File: src/rtl/serial_subtractor.sv
// Bit-serial N-bit subtractor: D = A - B - Bin, one bit per clock, LSB first.
// Borrow-chain counterpart of the 1-bit full-adder cell, wrapped in a start/busy/done FSM.
module serial_subtractor #(
  parameter int N = 4
) (
  input  logic         clk,
  input  logic         rst_n,
  input  logic         start,
  input  logic [N-1:0] a,
  input  logic [N-1:0] b,
  input  logic         borrow_in,
  output logic         busy,
  output logic         done,
  output logic [N-1:0] diff,
  output logic         borrow_out,
  output logic         zero,
  output logic         overflow,
  output logic [1:0]   dbg_state
);

  // Handshake: start is accepted only in IDLE; busy marks the N SHIFT cycles,
  // done is a one-cycle pulse after the last bit, and the result registers
  // hold until the next completion. start outside IDLE is dropped, not queued.
  localparam logic [1:0] IDLE  = 2'd0;
  localparam logic [1:0] SHIFT = 2'd1;
  localparam logic [1:0] DONE  = 2'd2;

  localparam int CW = $clog2(N);
  localparam logic [CW-1:0] LAST = CW'(N - 1);

  logic [1:0]    state_q;
  logic [N-1:0]  a_q, b_q, res_q, res_d;
  logic [CW-1:0] cnt_q;
  logic          bw_q, bw_d;
  logic          a_bit, b_bit, d_bit;
  logic [N-1:0]  diff_q;
  logic          borrow_q, zero_q, ovf_q;

  // Full-subtractor cell on the current LSBs of the shifting operands.
  always_comb begin
    a_bit = a_q[0];
    b_bit = b_q[0];
    d_bit = a_bit ^ b_bit ^ bw_q;
    bw_d  = (~a_bit & b_bit) | (~a_bit & bw_q) | (b_bit & bw_q);
    res_d = {d_bit, res_q[N-1:1]};
  end

  always_ff @(posedge clk or negedge rst_n) begin
    if (!rst_n) begin
      state_q  <= IDLE;
      a_q      <= '0;
      b_q      <= '0;
      res_q    <= '0;
      cnt_q    <= '0;
      bw_q     <= 1'b0;
      diff_q   <= '0;
      borrow_q <= 1'b0;
      zero_q   <= 1'b0;
      ovf_q    <= 1'b0;
    end else begin
      case (state_q)
        IDLE: begin
          if (start) begin
            a_q     <= a;
            b_q     <= b;
            bw_q    <= borrow_in;
            res_q   <= '0;
            cnt_q   <= '0;
            state_q <= SHIFT;
          end
        end
        SHIFT: begin
          a_q   <= a_q >> 1;
          b_q   <= b_q >> 1;
          bw_q  <= bw_d;
          res_q <= res_d;
          cnt_q <= cnt_q + 1'b1;
          if (cnt_q == LAST) begin
            // On the last bit the operand LSBs are the original sign bits.
            diff_q   <= res_d;
            borrow_q <= bw_d;
            zero_q   <= (res_d == '0);
            ovf_q    <= (a_bit != b_bit) && (d_bit != a_bit);
            cnt_q    <= '0;
            state_q  <= DONE;
          end
        end
        DONE:    state_q <= IDLE;
        default: state_q <= IDLE;
      endcase
    end
  end

  assign busy       = (state_q == SHIFT);
  assign done       = (state_q == DONE);
  assign diff       = diff_q;
  assign borrow_out = borrow_q;
  assign zero       = zero_q;
  assign overflow   = ovf_q;
  assign dbg_state  = state_q;

endmodule

File: config.mk
export PLATFORM = sky130hd
export DESIGN_NAME = serial_subtractor
export DESIGN_NICKNAME = d
export VERILOG_FILES = /design/src/rtl/serial_subtractor.sv
export SDC_FILE = /design/constraint.sdc
export NUM_CORES = 1
export LEC_CHECK = 0
export CAP_MARGIN = 20
export CORE_MARGIN = 5
export CORE_UTILIZATION = 44
export CTS_CLUSTER_SIZE = 16
export DETAILED_ROUTE_END_ITERATION = 6
export GPL_TIMING_DRIVEN = 0
export PLACE_DENSITY = 0.74
export REMOVE_ABC_BUFFERS = 1
export SYNTH_ARGS = -nofsm -noshare
export SYNTH_HDL_FRONTEND = slang
export SYNTH_SLANG_ARGS = --single-unit
File: constraint.sdc
create_clock -name clk -period 1.6 [get_ports clk]
set_input_delay 0.4 -clock clk [delete_from_list [all_inputs] [get_ports clk]]
set_output_delay 0.4 -clock clk [all_outputs]
set_load 0.005 [all_outputs]
# Word-level counts from Yosys, hierarchy flattened

Index checks and enable logic that the tools add are counted.

Register bits after elaboration: 24
Output and inout bits: 11
Logic and storage cells: 47

Add/sub/neg operators: 1
Eq/ne operators: 7
Muxes and demuxes: 14
Bitwise operators: 8
Reduce and logical (&&, ||, !) cells: 7

Operators by type and width:

| cell                                                  | number |
|---|---|
| one-hot mux 4 bit (2 select lines)                    | 3 |
| 2-to-1 mux 4 bit                                      | 3 |
| 2-to-1 mux 2 bit                                      | 4 |
| one-hot mux 2 bit (2 select lines)                    | 2 |
| AND reduction 2 bit                                   | 3 |
| == test 2 bit, second input constant                  | 2 |
| logical NOT 4 bit                                     | 1 |
| AND 1 bit                                             | 3 |
| adder 2 x 1 -> 2 bit, second input constant           | 1 |
| == test 2 x 1 -> 1 bit, second input constant         | 1 |
| logical NOT 2 bit                                     | 1 |
| inequality test 1 bit                                 | 2 |
| inequality test 2 x 1 -> 1 bit, second input constant | 1 |
| inequality test 2 bit, second input constant          | 1 |
| bitwise OR 1 bit                                      | 2 |
| one-hot mux 1 bit (2 select lines)                    | 1 |
| nonzero test 2 bit                                    | 1 |
| XOR 1 bit                                             | 2 |
| logical AND 1 bit                                     | 1 |
| 2-to-1 mux 1 bit                                      | 1 |
| inverter 1 bit                                        | 1 |

# Logic depth before layout (Yosys ltp)

Gate-level depths: netlist of run 1.

Depth after elaboration: 5
Mapped depth: 5
Depth with buffers taken out: 4

# Worst setup path after synthesis of run 1

No wires, ideal clock.

Path type: register to register
From: register a_q[0]
To: register zero_q, in the netlist zero
Library setup time: 83 ps
Arrival: 1545 ps
Required time: 1517 ps
Path slack: -28 ps
Cell stages (with the launch flop): 5
Buffers on the path: 0
Clock period less this slack: 1628 ps
Path through: dfrtp_1 > inv_1 > fa_1 > or4b_1 > o21ai_0

Cells in the longest elaborated chain, start to end: 3

RTL lines:

| element                  | line | RTL |
|---|---|---|
| start: declaration       | 32   | `logic [N-1:0] a_q, b_q, res_q, res_d;` |
| start signal: assignment | 73   | `a_q <= a_q >> 1;` |
| XOR 1 bit (2 in a row)   | 43   | `d_bit = a_bit ^ b_bit ^ bw_q;` |
| logical NOT 4 bit        | 82   | `zero_q <= (res_d == '0);` |
| end signal: assignment   | 82   |  |
| end: declaration         | 37   | `logic borrow_q, zero_q, ovf_q;` |

Every way passes these cells.
A chain may end at the register's enable or synchronous reset.

# Worst setup path after layout of run 1

From: register bw_q
To: register zero_q, in the netlist zero

Cells in the longest elaborated chain, start to end: 2

RTL lines:

| element                  | line | RTL |
|---|---|---|
| start: declaration       | 34   | `logic bw_q, bw_d;` |
| start signal: assignment | 66   | `bw_q <= borrow_in;` |
| start signal: assignment | 75   | `bw_q <= bw_d;` |
| XOR 1 bit                | 43   |  |
| logical NOT 4 bit        | 82   |  |

Every way passes these cells.

==> results of run 1 <==
-- layout make-up --
type                            count  area [um^2]
Clock buffer                        4         26.3
Fill cell                         186          812
Inverter                            6         25.0
Multi-Input combinational cell     53          410
Sequential cell                    23          578
Tap cell                           28         35.0
Timing Repair Buffer               35          347
-- logic make-up after synthesis --
kind of cell               Yosys count  synth area share
AOI/OAI and AO/OA                   27             0.187
DFF                                 23             0.555
and+or+nand+nor                     18             0.109
buffers and inverters                9            0.0543
muxes                                4            0.0434
adders and majority gates            3            0.0434
xor gates and xnor gates             1           0.00845
-- worst max-delay path by stage --
| stage | endpoint | slack, ns |
|---|---|---|
| 5_1_grt | zero$_DFFE_PN0P_ | -0.08 |
| 4_1_cts | zero$_DFFE_PN0P_ | -0.02 |
| 6_report | zero$_DFFE_PN0P_ | -0.01 |
| 2_1_floorplan | zero$_DFFE_PN0P_ | -0.03 |
| 3_3_place_gp | busy | -0.25 |
| 3_5_place_dp | busy | -0.25 |
-- registers in the layout, summed over array words and instances, names as in the netlist --
| name | flops |
|---|---|
| overflow | 1 |
| cnt_q | 2 |
| b_q | 4 |
| diff | 4 |
| zero | 1 |
| bw_q | 1 |
| a_q | 4 |
| borrow_out | 1 |
| res_q | 3 |
| dbg_state | 2 |
-- where the power goes --
part           leakage [nW]  switching [mW]  total (mW)  internal [mW]
Combinational         0.448           0.568        1.35          0.779
Clock                0.0150           0.159       0.256         0.0972
Sequential            0.283           0.182        1.03          0.851
Total                 0.747           0.909        2.64           1.73
-- repair_timing --
action	in CTS	in global routing
hold buffers	0	0
setup buffers	11	2
pin swaps	1	0
gates resized for setup	16	10
setup endpoints to repair	5	12
-- routing by layer --
metal | track usage | up-vias
met5 | 0 | -
met4 | 0.0563 | 0
met3 | 0.0285 | 2
met2 | 0.220 | 27
met1 | 0.192 | 371
li1 | - | 381
-- layout by cell type (no fill, tap or decap), drive strengths merged, types with 2 or more instances in the layout --
| cell type | synthesis | final |
|---|---|---|
| dfrtp | 23 | 23 |
| inv | 6 | 6 |
| dlymetal6s2s | 0 | 7 |
| a22o | 3 | 3 |
| o21ai | 6 | 6 |
| dlygate4sd2 | 0 | 2 |
| mux2 | 4 | 4 |
| buf | 3 | 14 |
| nand2b | 3 | 3 |
| a2bb2oi | 3 | 3 |
| clkbuf | 0 | 4 |
| o31ai | 2 | 2 |
| o22ai | 5 | 5 |
| nor2 | 3 | 3 |
| nand2 | 7 | 7 |
| ha | 2 | 2 |
| or4b | 2 | 2 |
| a21oi | 2 | 2 |
| clkdlybuf4s50 | 0 | 11 |
==> metrics.txt, run 1 <==
Post-Syn Area=1040 um^2; global-route wire length before repair=3720 um; Max clock buf depth=2; crit end category=flop; Slew HR=0.596; CTS Buf Count=3; maximum vdd drop=0.00110 V; Nets=137; largest fanout on the critical path=2; vias in the first global route=819; setup TNS=-0.0110 ns; H-tree Lvls=1; fin crit share=1.01; Vias/cell=5.24; post-synthesis cell count=85; Post-synth EDFFs=0; Fin. Hold Viols=0; Max Cap Viol=0; Hold Crit Class=input pin to async pin; met3 routed WL=125 um; Yosys top cell area share=0.555; synth warn=0; Clock Latency Late Sink=0.30 ns; Pwr per Cell Area=1860 nW/um^2; Main synth FF type=dfrtp_1; Commonest cells post-synth=dfrtp_1 (23), nand2_1 (7), inv_1 (6), o21ai_0 (6), o22ai_1 (5); Initial Util=0.464; post-route insts no fill=149; CP delay by family, top=adder cells; Placed Instance Area=1260 um^2; die height=58.6 um; gr ovfl total=0; Crit path depth=3; Top Metal Used=met4; clock skew=0.00629 ns; Via Count=781; Register-to-Register Path Depth=3; Cells after DPL=132; number of remaining DRC errors=0; ratio of cells with drive above 1 in the final layout=0.240; Post-Syn Area per Cell=12.2 um^2; fin util=0.636; register area share after synthesis=0.555; Post-DRT Antenna Nets=0; floorplan core area=2230 um^2; CTS tree=yes; fin. max-slew vios=0; Crit Path Category=flop to flop; drt wl/cell=14.1 um; area of the die=3430 um^2; setup slack at placement=-0.249 ns; RSZ-0062 raised after global routing=true; top-count cell post-synth=dfrtp_1; r2r endpoint=zero$_DFFE_PN0P_; hold_ws=0.389 ns; worst r2r src=bw_q$_DFFE_PN0P_; CP Data Arrival Time=1.84 ns; CP Launch Type=flop; Critical path buffers and inverters=0; fmax=621 MHz; Leak Pwr=0.747 nW; row count=17; CTS root buf=clkbuf_4; Post-DP HPWL=1390 um; Die Wd=58.6 um; total power=2.64 mW; Area Overhead vs Synth=37.0%; CP peak stage delay=0.56 ns; Setup-failing EPs final=1; Metal-1 WL=959 um; cell taking the most area after synthesis=dfrtp_1; Post-Route WL=2100 um; crit path cell chain=fa_1 > or4b_1 > o21ai_1; Final Cell Area=1420 um^2; # IOs=23; GRT Total Usage=0.141; Starting DRT DRC Count=11; Setup crit start=bw_q$_DFFE_PN0P_; R2R Setup Slk=-0.01 ns; GP Congestion=0.797; antenna violations before repair=0; WL met2=1010 um; final setup margin=-0.0110 ns; I/O Buffers=22; Synth Register Bits=23; violated checks=negative setup slack; CP max stage cell=fa_1; first drt pass iteration count=4; Synth cell types=27; clock transition at the registers of the reported paths=0.12 ns; diode count=0; Synth area leaders=dfrtp_1 (55%), mux2_2 (4.3%), buf_6 (3.3%), o22ai_1 (3.0%), o21ai_0 (2.9%); Sink Count=23; status=finished with violations; Tmin final=1.61 ns; worst slew pin tran=0.605 ns; largest net degree at the start of global routing=24; Req. time, crit path=1.83 ns; asr flop ratio synth=1.00
Note: power is estimated with default switching activity, not from simulation.
==> inputs of run 2 (changes only) <==
SKIP_CTS_REPAIR_TIMING = 1   (was not set)
==> run 2 against run 1 <==
  * The run still ends with negative setup slack left
  * Largest cell class unchanged
  * Sequential cell count did not move
  * Clock power rose by 2%
  * Sequential power barely moved
  * Clock skew fell by 0.0014 ns
  * Highest routed layer unchanged
  * First-iteration DRC count rose by 18%
  * Power rose by 1.6%
  * Worst setup slack got worse by 0.052 ns
  * Cell area rose by 1.6%
  * Die area did not move
  * Routed wire length barely moved
==> metrics.txt, run 2 (synthesized netlist as in run 1, its figures left out) <==
status=finished with violations (unchanged); violated checks=negative setup slack (unchanged); final setup margin=-0.0628 ns (was -0.0110 ns); Setup-failing EPs final=1 (unchanged); die height=58.6 um (unchanged); Max clock buf depth=2 (unchanged); Hold Crit Class=input pin to async pin (unchanged); Area Overhead vs Synth=39.2% (was 37.0%); fin crit share=1.04 (was 1.01); ratio of cells with drive above 1 in the final layout=0.270 (was 0.240); CTS root buf=clkbuf_4 (unchanged); GP Congestion=0.797 (unchanged); Slew HR=0.626 (was 0.596); drt wl/cell=14.0 um (was 14.1 um); Post-DRT Antenna Nets=0 (unchanged); most frequent cells in the layout=dfrtp_1 (20), buf_4 (12), clkdlybuf4s50_1 (11), dlymetal6s2s_1 (9), nand2_1 (7) (was dfrtp_1 (21), clkdlybuf4s50_1 (11), buf_4 (9), nand2_1 (7), dlymetal6s2s_1 (7)); # IOs=23 (unchanged); Pwr per Cell Area=1860 nW/um^2 (about the same); Initial Util=0.464 (unchanged); Starting DRT DRC Count=13 (was 11); CP Launch Type=flop (unchanged); R2R Setup Slk=-0.06 ns (was -0.01 ns); Sink Count=23 (unchanged); maximum vdd drop=0.00105 V (was 0.00110 V); Max Cap Viol=0 (unchanged); CTS Buf Count=3 (unchanged); antenna violations before repair=0 (unchanged); CP max stage cell=fa_1 (unchanged); Vias/cell=5.27 (was 5.24); Tmin final=1.66 ns (was 1.61 ns); Die Wd=58.6 um (unchanged); Register-to-Register Path Depth=3 (unchanged); setup slack at placement=-0.249 ns (unchanged); Clock Latency Late Sink=0.31 ns (was 0.30 ns); largest net degree at the start of global routing=24 (unchanged); CP peak stage delay=0.60 ns (was 0.56 ns); H-tree Lvls=1 (unchanged); most common cell after layout, fill and taps aside=dfrtp_1 (unchanged); row count=17 (unchanged); Post-DP HPWL=1390 um (unchanged); clock skew=0.00489 ns (was 0.00629 ns); diode count=0 (unchanged); area of the die=3430 um^2 (unchanged); worst slew pin tran=0.560 ns (was 0.605 ns); first drt pass iteration count=4 (unchanged); vias in the first global route=755 (was 819); CP Data Arrival Time=1.90 ns (was 1.84 ns); global-route wire length before repair=3440 um (was 3720 um); Req. time, crit path=1.84 ns (was 1.83 ns); largest fanout on the critical path=4 (was 2); crit path cell chain=fa_1 > or4b_1 > o21ai_1 (unchanged); total power=2.68 mW (was 2.64 mW); RSZ-0062 raised after global routing=true (unchanged); Nets=138 (was 137); Leak Pwr=0.777 nW (was 0.747 nW); Crit Path Category=flop to flop (unchanged); I/O Buffers=22 (unchanged); fin. max-slew vios=0 (unchanged); fmax=601 MHz (was 621 MHz); crit end category=flop (unchanged); floorplan core area=2230 um^2 (unchanged); clock transition at the registers of the reported paths=0.12 ns (about the same); CTS tree=yes (unchanged); gr ovfl total=0 (unchanged); Fin. Hold Viols=0 (unchanged); number of remaining DRC errors=0 (unchanged); Via Count=791 (was 781); GRT Total Usage=0.130 (was 0.141); Post-Route WL=2110 um (was 2100 um)
[run 2: changes by cell type in the layout (fill, tap and decap cells not counted), sizes merged]
cell and change:
buf +2, dlygate4sd2 -2, clkdlybuf4s15 -1, dlymetal6s2s +2
[run 2: final timing paths]
kind | start | endpoint
min in group clk | diff[3]$_DFFE_PN0P_ | diff[3]$_DFFE_PN0P_
max | bw_q$_DFFE_PN0P_ | zero$_DFFE_PN0P_
min | rst_n | diff[2]$_DFFE_PN0P_
min reg2reg | diff[3]$_DFFE_PN0P_ | diff[3]$_DFFE_PN0P_
max reg2reg | bw_q$_DFFE_PN0P_ | zero$_DFFE_PN0P_
max in group asynchronous | rst_n | dbg_state[1]$_DFFE_PN0P_
[run 2: area by class of cell]
type / count / area, um^2
Fill cell: 177 / 790
Sequential cell: 23 / 579
Multi-Input combinational cell: 53 / 414
Timing Repair Buffer: 36 / 362
Tap cell: 28 / 35.0
Inverter: 6 / 27.5
Clock buffer: 4 / 26.3
[run 2: stage by stage]
step / hold slack, ns / util / TNS [ns] / area, um^2 / cells
3_3_place_gp: 0.460 / 0.564 / -2.30 / 1260 / 132
3_5_place_dp: 0.473 / 0.564 / -2.30 / 1260 / 132
6_report: 0.439 / 0.646 / -0.0628 / 1440 / 150
4_1_cts: 0.502 / 0.575 / -1.77 / 1280 / 136
2_1_floorplan: 0.104 / - / -0.0283 / 1000 / 82
5_1_grt: 0.458 / 0.646 / -0.233 / 1440 / 150
[run 2: report_power, final]
group / internal [mW] / leakage (nW) / total, mW / switching (mW)
Sequential: 0.854 / 0.282 / 1.03 / 0.175
Clock: 0.0973 / 0.0150 / 0.260 / 0.163
Combinational: 0.814 / 0.479 / 1.39 / 0.577
Total: 1.76 / 0.777 / 2.68 / 0.915
[run 2: metal layers]
metal / wire, um / GRT usage / vias to the layer above
met2: 1040 / 0.201 / 25
met1: 921 / 0.175 / 379
li1: - / - / 384
met4: 25 / 0.0563 / 0
met5: 0 / 0 / -
met3: 119 / 0.0307 / 3
[run 2: critical path: cells and delay by family (launching register included)]
family                   cells  cell delay, ns
AND/OR/NAND/NOR              1            0.44
AO/OA/AOI/OAI                1            0.13
adder cells (fa/ha/maj)      1            0.60
flip-flops                   1            0.42
==> inputs of run 3 (changes only) <==
ABC_AREA = 1   (was not set)
CORE_UTILIZATION = 45   (was 44)
==> run 3 against run 2 <==
  * Cell area is 6.7% higher
  * Largest cell class unchanged
  * Sequential share of layout area fell by 2.6 points
  * The run now ends clean
  * Count of clock-buffer cells in the layout fell by 1
  * Final cell count rose by 28%
  * Critical path type is now flop to output pin
  * Critical endpoint is now busy
==> metrics.txt, run 3 <==
part of the power in the clock network=0.096 (was 0.097); CTS root buf=clkbuf_4 (unchanged); maximum vdd drop=0.00109 V (was 0.00105 V); number of remaining DRC errors=0 (unchanged); Tmin final=1.56 ns (was 1.66 ns); CTS Buf Count=3 (unchanged); Pwr per Cell Area=1860 nW/um^2 (about the same); Hold Crit Class=input pin to async pin (unchanged); Die Wd=59.8 um (was 58.6 um); Crit path depth=4 (was 3); Max clock buf depth=2 (unchanged); post-synthesis cell count=122 (was 85); largest fanout on the critical path=7 (was 4); clock transition at the registers of the reported paths=0.13 ns (was 0.12 ns); Initial Util=0.459 (was 0.464); drt wl/cell=12.3 um (was 14.0 um); crit end category=output pin (was flop); Synth area leaders=dfrtp_1 (52%), nand2_1 (13%), o21ai_2 (5.5%), inv_1 (5.4%), nand3_1 (4.9%) (was dfrtp_1 (55%), mux2_2 (4.3%), buf_6 (3.3%), o22ai_1 (3.0%), o21ai_0 (2.9%)); asr flop ratio synth=1.00 (unchanged); CTS tree=yes (unchanged); Area Overhead vs Synth=38.0% (was 39.2%); worst slew pin tran=0.459 ns (was 0.560 ns); total power=2.86 mW (was 2.68 mW); Post-Route WL=2360 um (was 2110 um); die height=59.8 um (was 58.6 um); Critical path buffers and inverters=3 (was 0); vias in the first global route=894 (was 755); # IOs=23 (unchanged); R2R Setup Slk=0.14 ns (was -0.06 ns); area of the die=3580 um^2 (was 3430 um^2); hold_ws=0.378 ns (was 0.439 ns); RSZ-0062 raised after global routing=true (unchanged); Reg power frac=0.349 (was 0.384); Fill cells=216 (was 177); Main synth FF type=dfrtp_1 (unchanged); area of the multi-input gates=448 um^2 (was 414 um^2); Starting DRT DRC Count=32 (was 13); Nets=178 (was 138); register area share after synthesis=0.516 (was 0.555); CP peak stage delay=0.46 ns (was 0.60 ns); Clock Latency Late Sink=0.32 ns (was 0.31 ns); Post-synth EDFFs=0 (unchanged); Placed Instance Area=1350 um^2 (was 1260 um^2); Commonest cells post-synth=nand2_1 (40), dfrtp_1 (23), inv_1 (16) (was dfrtp_1 (23), nand2_1 (7), inv_1 (6), o21ai_0 (6), o22ai_1 (5)); status=finished, final reports clean (was finished with violations); Yosys top cell area share=0.516 (was 0.555); Post-DRT Antenna Nets=0 (unchanged); Req. time, crit path=1.20 ns (was 1.84 ns); Fin. Hold Viols=0 (unchanged); Comb pwr share=0.554 (was 0.519); Slew HR=0.693 (was 0.626); most common cell after layout, fill and taps aside=nand2_1 (was dfrtp_1); r2r endpoint=zero$_DFFE_PN0P_ (unchanged); top-count cell post-synth=nand2_1 (was dfrtp_1); most frequent cells in the layout=nand2_1 (40), dfrtp_1 (21), inv_1 (16), buf_4 (14) (was dfrtp_1 (20), buf_4 (12), clkdlybuf4s50_1 (11), dlymetal6s2s_1 (9), nand2_1 (7)); first drt pass iteration count=4 (unchanged); GRT Total Usage=0.140 (was 0.130); Vias/cell=4.82 (was 5.27); CP Data Arrival Time=1.16 ns (was 1.90 ns); cell taking the most area after synthesis=dfrtp_1 (unchanged); antenna violations before repair=0 (unchanged); gr ovfl total=0 (unchanged); Synth cell types=20 (was 27); ratio of cells with drive above 1 in the final layout=0.259 (was 0.270); clock skew=0.00719 ns (was 0.00489 ns); P_sw=1.16 mW (was 0.915 mW); Max Cap Viol=0 (unchanged); Post-Syn Area per Cell=9.15 um^2 (was 12.2 um^2); CP dominant cell by count=buf_6; row count=18 (was 17); floorplan core area=2430 um^2 (was 2230 um^2); I/O Buffers=22 (unchanged); Sw Share=0.406 (was 0.341); H-tree Lvls=1 (unchanged); largest net degree at the start of global routing=24 (unchanged); setup slack at placement=-0.177 ns (was -0.249 ns); worst r2r src=a_q[0]$_DFFE_PN0P_ (was bw_q$_DFFE_PN0P_); Leak Pwr=0.900 nW (was 0.777 nW); GP Congestion=0.790 (was 0.797); fin crit share=0.978 (was 1.04); synth warn=0 (unchanged); fin. max-slew vios=0 (unchanged); Setup-failing EPs final=0 (was 1); CP max stage cell=dfrtp_2 (was fa_1); Crit Path Category=flop to output pin (was flop to flop); Sink Count=23 (unchanged); Via Count=925 (was 791); final setup margin=0.0355 ns (was -0.0628 ns); internal power=1.70 mW (was 1.76 mW); Synth Register Bits=23 (unchanged); CP Launch Type=flop (unchanged); Sequential Area=578 um^2 (was 579 um^2); CP delay by family, top=flip-flops (was adder cells); Final Cell Area=1540 um^2 (was 1440 um^2); Post-DP HPWL=1590 um (was 1390 um); crit path cell chain=buf_6 > inv_8 > nor2_8 > buf_6 (was fa_1 > or4b_1 > o21ai_1); Register-to-Register Path Depth=6 (was 3); diode count=0 (unchanged); Post-Syn Area=1120 um^2 (was 1040 um^2); global-route wire length before repair=3820 um (was 3440 um); fmax=639 MHz (was 601 MHz)
run 3: cell count changes after synthesis, sizes merged, moves of 3 or more:
| cell | before | now |
|---|---|---|
| o21ai | 6 | 9 |
| inv | 6 | 18 |
| nand2b | 3 | 0 |
| mux2 | 4 | 0 |
| a22o | 3 | 0 |
| nand2 | 7 | 45 |
| a2bb2oi | 3 | 0 |
| nand3 | 0 | 11 |
run 3: cells by family (layout without fill, tap and decap cells):
kind of cell	count (synthesis)	after routing	share of synthesized area
AO/OA/AOI/OAI	13	13	0.0852
flip-flops	23	23	0.516
AND/OR/NAND/NOR	63	63	0.271
adder cells (fa/ha/maj)	3	3	0.0404
buffers and inverters	20	60	0.0874
run 3: worst max-delay path by stage:
stage | startpoint | to
CTS | dbg_state[0]$_DFFE_PN0P_ | busy
global placement | dbg_state[0]$_DFFE_PN0P_ | busy
floorplan | a_q[0]$_DFFE_PN0P_ | zero$_DFFE_PN0P_
detailed placement | dbg_state[0]$_DFFE_PN0P_ | busy
finish | dbg_state[0]$_DFFE_PN0P_ | busy
global route | dbg_state[0]$_DFFE_PN0P_ | busy
run 3: metrics by stage:
step	setup TNS [ns]	utilization	std cells
after floorplan	0	-	120
after global placement	-1.71	0.556	172
after detailed placement	-2.17	0.556	172
after CTS	-1.58	0.567	176
after global routing	-0.0449	0.633	192
final	0	0.633	192
run 3: power groups by stage:
stage	Sequential (mW)	Clock [mW]	Combinational [mW]
floorplan	1.02	0	0.852
global placement	1.03	0	1.26
detailed placement	1.04	0	1.30
CTS	1.03	0.284	1.31
global route	1.03	0.314	1.77
finish	1.00	0.276	1.59
run 3: per-layer routing:
metal  part of all wire  vias to the layer above  routed length, um  GRT usage
met5                  0                        -                  0          0
met4              0.018                        0                 42     0.0570
met3              0.064                        6                150     0.0346
met2               0.48                       25               1130      0.231
met1               0.44                      424               1040      0.175
li1                   -                      470                  -          -
run 3: cell type report:
cell class / count / share of cell area
inverter: 18 / 0.0536
clock inverter: 1 / 0.00325
sequential: 23 / 0.375
multi-input combinational: 79 / 0.291
clock buffer: 3 / 0.0146
tap: 30 / 0.0244
timing repair buffer: 38 / 0.238
